==> src/rtl/cic_3_interpolator.sv <==
// cic_3_interpolator: third-order CIC interpolator, one sample in every M clocks, one sample out every clock
module cic_3_interpolator #(
    parameter int M = 240,
    parameter int width = 2
) (
    input  logic                                 clk,
    input  logic                                 reset,
    input  logic signed [width-1:0]              in,
    input  logic                                 in_valid,
    output logic                                 in_ready,
    output logic signed [width+$clog2(M**2)-1:0] out,
    output logic                                 out_valid,
    output logic                                 underrun
);
    localparam int W = width + $clog2(M**2);
    localparam int CW = $clog2(M);
    logic [CW-1:0] cnt;
    logic signed [W-1:0] x, c1, c2, c3, d1, d2, d3, c3_reg, u, i1, i2;
    logic [2:0] pend;
    assign in_ready = cnt == '0 && !reset;
    assign x = in_valid ? {{(W-width){in[width-1]}}, in} : '0;
    assign c1 = x - d1;
    assign c2 = c1 - d2;
    assign c3 = c2 - d3;
    assign u = cnt == CW'(1) ? c3_reg : '0;
    always_ff @(posedge clk) begin
        if (reset) begin
            cnt <= '0;
            d1 <= '0;
            d2 <= '0;
            d3 <= '0;
            c3_reg <= '0;
            i1 <= '0;
            i2 <= '0;
            out <= '0;
            pend <= '0;
            out_valid <= 1'b0;
            underrun <= 1'b0;
        end else begin
            cnt <= cnt == CW'(M-1) ? '0 : cnt + 1'b1;
            if (in_ready) begin
                d1 <= x;
                d2 <= c1;
                d3 <= c2;
                c3_reg <= c3;
            end
            i1 <= i1 + u;
            i2 <= i2 + i1;
            out <= out + i2;
            pend <= {pend[1:0], in_ready};
            out_valid <= out_valid | pend[2];
            underrun <= in_ready && !in_valid;
        end
    end
endmodule
==> config.mk <==
export PLATFORM = sky130hd
export DESIGN_NAME = cic_3_interpolator
export DESIGN_NICKNAME = d
export VERILOG_FILES = /design/src/rtl/cic_3_interpolator.sv
export SDC_FILE = /design/constraint.sdc
export NUM_CORES = 1
export LEC_CHECK = 0
export ABC_AREA = 1
export CAP_MARGIN = 5
export CORE_MARGIN = 1.5
export CORE_UTILIZATION = 40
export DETAILED_ROUTE_END_ITERATION = 10
export GPL_TIMING_DRIVEN = 0
export REMOVE_ABC_BUFFERS = 1
export SLEW_MARGIN = 10
export SYNTH_ARGS = -nofsm -noshare
export SYNTH_HDL_FRONTEND = slang
export SYNTH_SLANG_ARGS = --single-unit
==> constraint.sdc <==
create_clock -name clk -period 4.5 [get_ports clk]
set_input_delay 0.675 -clock clk [delete_from_list [all_inputs] [get_ports clk]]
set_output_delay 0.675 -clock clk [all_outputs]
set_load 0.05 [all_outputs]
### Word-level counts from Yosys, hierarchy flattened

Index checks and enable logic that the tools add are counted.

* bits of input ports: 5
* register bits: 139
* output and inout port bits: 21
* logic and storage cells: 29

* reductions and logical operators: 6
* muxes and demuxes: 2
* add/sub/neg operators: 7
* eq/ne operators: 2
* bitwise logic cells: 1

Operator list (count)
* $add 18x18->18: 3
* $sub 18x18->18: 3
* $mux 18: 2
* $add 8x1->8 const B: 1
* $eq 8x1->1 const B: 1
* $eq 8x8->1 const B: 1
* $logic_not 8->1: 1
* $logic_and 1x1->1: 2
* $logic_not 1->1: 2
* $reduce_or 2->1: 1
* $or 1x1->1: 1

### Depth between registers and ports, before layout

* depth after elaboration: 4
* depth in mapped cells: 30
* depth with buffers taken out: 29

### Least setup slack after synthesis

OpenSTA, ideal clock, no wires.

* path kind: input port to flip-flop
* start point: input in[1]
* end point: register c3_reg[16]
* arrival: 4.364 ns
* slack: 0.023 ns
* data required time: 4.387 ns
* stages on the path: 19
* path buffers: 1
* setup time: 0.113 ns
* cells stage by stage: nand2_1 fa_1 fa_1 inv_1 fa_1 ha_1 buf_4 nand2_2 nand3_4 nand2_4 nand2_4 xor2_1 ha_1 a21oi_1 o21ai_0 a211oi_1 a21oi_1 o21ai_1 inv_1

* cells in the longest elaborated chain, start to end: 4

Ends and longest elaborated chain
* start, declared: RTL line 8 `input logic signed [width-1:0] in,`
* $mux 18: RTL line 21 `assign x = in_valid ? {{(W-width){in[width-1]}}, in} : '0;`
* $sub 18x18->18: RTL line 22 `assign c1 = x - d1;`
* net c1[10]: RTL line 18 `logic signed [W-1:0] x, c1, c2, c3, d1, d2, d3, c3_reg, u, i1, i2;`
* $sub 18x18->18: RTL line 23 `assign c2 = c1 - d2;`
* $sub 18x18->18: RTL line 24 `assign c3 = c2 - d3;`
* end signal, assigned: RTL line 32 `c3_reg <= '0;`
* end signal, assigned: RTL line 45 `c3_reg <= c3;`
* end, declared: RTL line 18

The timed path passes the listed nets, and every way through them passes these cells.
A chain may end at the register's enable or synchronous reset.

### Worst setup path after layout

* start point: input in[0]
* end point: register c3_reg[17]

* cells in the longest elaborated chain, start to end: 4

Ends and longest elaborated chain (RTL line)
* $mux 18: 21
* $sub 18x18->18: 22
* net c1[10]: 18
* $sub 18x18->18: 23
* net c2[12]: 18
* $sub 18x18->18: 24

The timed path passes the listed nets, and every way through them passes these cells.

==> results.md <==
- Final Cell Area: 9240 µm²
- Final Critical Period: 4.32 ns
- Deepest clock path buffer count: 2
- DRT iter0 DRCs: 269
- I/O pins: 26
- GRT busiest layer: met2
- Antenna-violating nets left: 0
- Clock skew: roughly 0.012 ns
- Synth area leader: dfxtp_1
- Diode count: 0
- Setup tns final: 0 ns
- Critical path capture point type: flop
- Largest stage delay on the critical path: 0.45 ns
- Sequential share of power: 22.7%
- Gpl congestion: 0.859
- CP startpoint kind: input port
- Clock sink total: 111
- Max Freq: 0.231 GHz
- Buffers & Inverters on Critical Path: 5
- Min-delay worst type: reg -> reg
- Die width: 143 µm
- Predominant post-synthesis flop cell: dfxtp_1
- Fin crit share: 96.1%
- DRT Pass-1 Iters: 4
- M1 GR Usage: 22.1%
- Reg clk slew, reported paths: 0.08 ns
- Clock power frac: 18.3%
- Max Slew Vio Count: 0
- Initial antenna violation count: 0
- Residual DRC count: 0
- Initial Utilization: 40.7%
- Final net count: 1,233
- Worst-Skew Late Latency: 0.37 ns
- Post-synthesis cell type count: 52
- Final hold vios: 0
- Rows: roughly 50
- Largest net degree at the start of global routing: 41
- Post-synth EDFFs: 0
- Routed vias: 6,904
- Synth top area share: 28.2%
- Worst reg2reg setup slack: 0.39 ns
- Final wirelength: 18.1 mm
- Register bit total from synthesis: 111
- Worst Tran Pin Value: 0.951 ns
- NetSw: 2.24 mW
- Hold buffers post-CTS: 0
- GRT Util Overall: between 10% and 20%
- Crit path max fanout: 7
- Most common cell in the synthesized netlist: nand2_1
- Sequential share of the synthesized area: 28.2%
- Root buf cell: clkbuf_16
- Unrepaired setup endpoints after global routing: yes
- Int Power: 2.90 mW
- Outcome: finished, final reports clean
- Synthesized instance count: 1,108
- P&R area growth vs syn: 17.0%
- Synth area leaders: dfxtp_1 (28%), ha_1 (12%), a21oi_1 (9.4%)
- First-pass GRT wire length: 31.2 mm
- HPWL after DPL: 13.3 mm
- Highest-delay cell along the critical path: fa_1
- DP Area: 8390 µm²
- Combinational power share: 59.0%
- Reg2reg start: d1[16]
- Hold Crit Start: pend[0]
- Crit Path Category: in -> reg
- Leak: 4.19 nW
- Htree depth: 3
- Core Box Area: 19,400 µm²
- Worst VDD drop: 0.560 mV
- Max cap viols: 0
- Net Sw Frac: 43.5%
- Met3 GRT Util: 3.27%
- Mapped cell area: roughly 7900 µm²
- Num CTS Buffers: 9
- Post-synthesis area per instance: between 7 and 8 µm²
- Vias per cell: just under 5
- Pwr Total: a little over 5 mW
- Asr flop ratio synth: 0%
- Drt wl/cell: approximately 13 µm
- # setup viols final: 0
- Yosys warns: 0
- Max_slew headroom: between 30% and 40%
- CTS tree: yes
- Delay-heaviest family, CP: adder cells
- Global route overflow: 0
- Vias in the first global route: around 6,800
- Power Density: 556 nW/µm²
- Port Buffers: 25
- Most instantiated cells after synthesis: nand2_1 (164), inv_1 (162), a21oi_1 (148)
- Critical Path RT: 4.76 ns
- Die area: 20,600 µm²
- Worst setup path startpoint: in[0]
- GR Util met2: a little over a third
- Share of post-route cells with drive strength above 1: 14.7%
- Vert. Die Dim: roughly 140 µm
- Crit path DAT: between 4 and 5 ns
timing repair:
item                       4_1_cts  5_1_grt
resized for setup               62       22
pin swaps                       26       14
setup endpoints to repair       14       11
cloned                           1        0
setup buffers                   13        3
per-stage QoR:
stage | setup WS (ns) | utilization (%) | std cells | hold slack [ns]
3_5_place_dp | -1.48 | 43.2 | 1376 | 0.396
2_1_floorplan | -0.255 | - | 1084 | 0.388
5_1_grt | -0.0316 | 47.6 | 1409 | 0.415
6_report | 0.176 | 47.6 | 1409 | 0.406
4_1_cts | 0.0298 | 46.9 | 1406 | 0.407
3_3_place_gp | -3.09 | 43.1 | 1374 | 0.391
layer usage:
metal	vias to the layer above	routed length, µm
met3	24	392
met4	0	450
met2	70	8920
met1	3099	8300
li1	3711	-
met5	-	0
power groups by stage:
stage	Combinational (mW)	Sequential, mW	Clock, mW
after floorplan	1.84	1.24	0
after global placement	2.35	1.19	0
after detailed placement	2.37	1.19	0
after CTS	2.87	1.17	0.964
after global routing	3.38	1.18	1.00
final	3.03	1.17	0.940
worst register-to-register path: stages, from the launching register on:
cell,delay (ns)
dfxtp_1,0.44
fa_2,0.45
fa_2,0.34
inv_2,0.06
fa_1,0.45
ha_4,0.36
nand2_1,0.08
nand2_2,0.08
inv_2,0.07
o21ai_2,0.09
nand2_2,0.10
nand2_2,0.10
xor2_2,0.22
ha_4,0.26
a21oi_2,0.20
o21ai_2,0.09
a21oi_2,0.12
nand2_1,0.07
nor2_2,0.14
inv_1,0.06
nand2_1,0.05
nand3_1,0.06
nand2_1,0.08
inv_1,0.04
cell type report:
type / instances / area (µm²)
Sequential cell: 111 / 2220
Tap cell: 265 / 332
Multi-Input combinational cell: 799 / 5280
Clock buffer: 9 / 225
Timing Repair Buffer: 43 / 402
Fill cell: 2003 / 10200
Clock inverter: 7 / 118
Inverter: 175 / 662
kinds of logic (layout without fill, tap and decap cells):
family / Yosys count / after routing / synth area share, %
AO/OA/AOI/OAI: 298 / 298 / 21.9
XOR/XNOR: 26 / 26 / 3.08
adder cells (fa/ha/maj): 89 / 89 / 15.2
buffers and inverters: 199 / 234 / 9.86
flip-flops: 111 / 111 / 28.2
AND/OR/NAND/NOR: 385 / 386 / 21.8
path summary, 6_finish.rpt:
check,end,cells after the start
worst max-delay path,c3_reg[17],26
worst min-delay path,pend[1],2
worst max register to register,c3_reg[17],23
worst min register to register,pend[1],2
cell usage in the layout (no fill, tap or decap), types with 6 or more instances in the layout:
cell,instances
nand2_1,151
xor2_1,11
ha_4,11
o21bai_1,10
clkdlybuf4s50_1,21
ha_1,66
o21ai_2,10
o31ai_1,6
a21oi_1,139
a21o_1,7
inv_1,156
buf_4,15
a21oi_2,11
xnor2_1,7
nor2_1,112
o21ai_0,75
dfxtp_1,111
inv_2,17
nor2_2,9
nor3_1,13
clkbuf_16,9
nand3_1,46
fa_1,8
o21ai_1,12
nand2_2,25
Power figures use the tool's default switching activity.
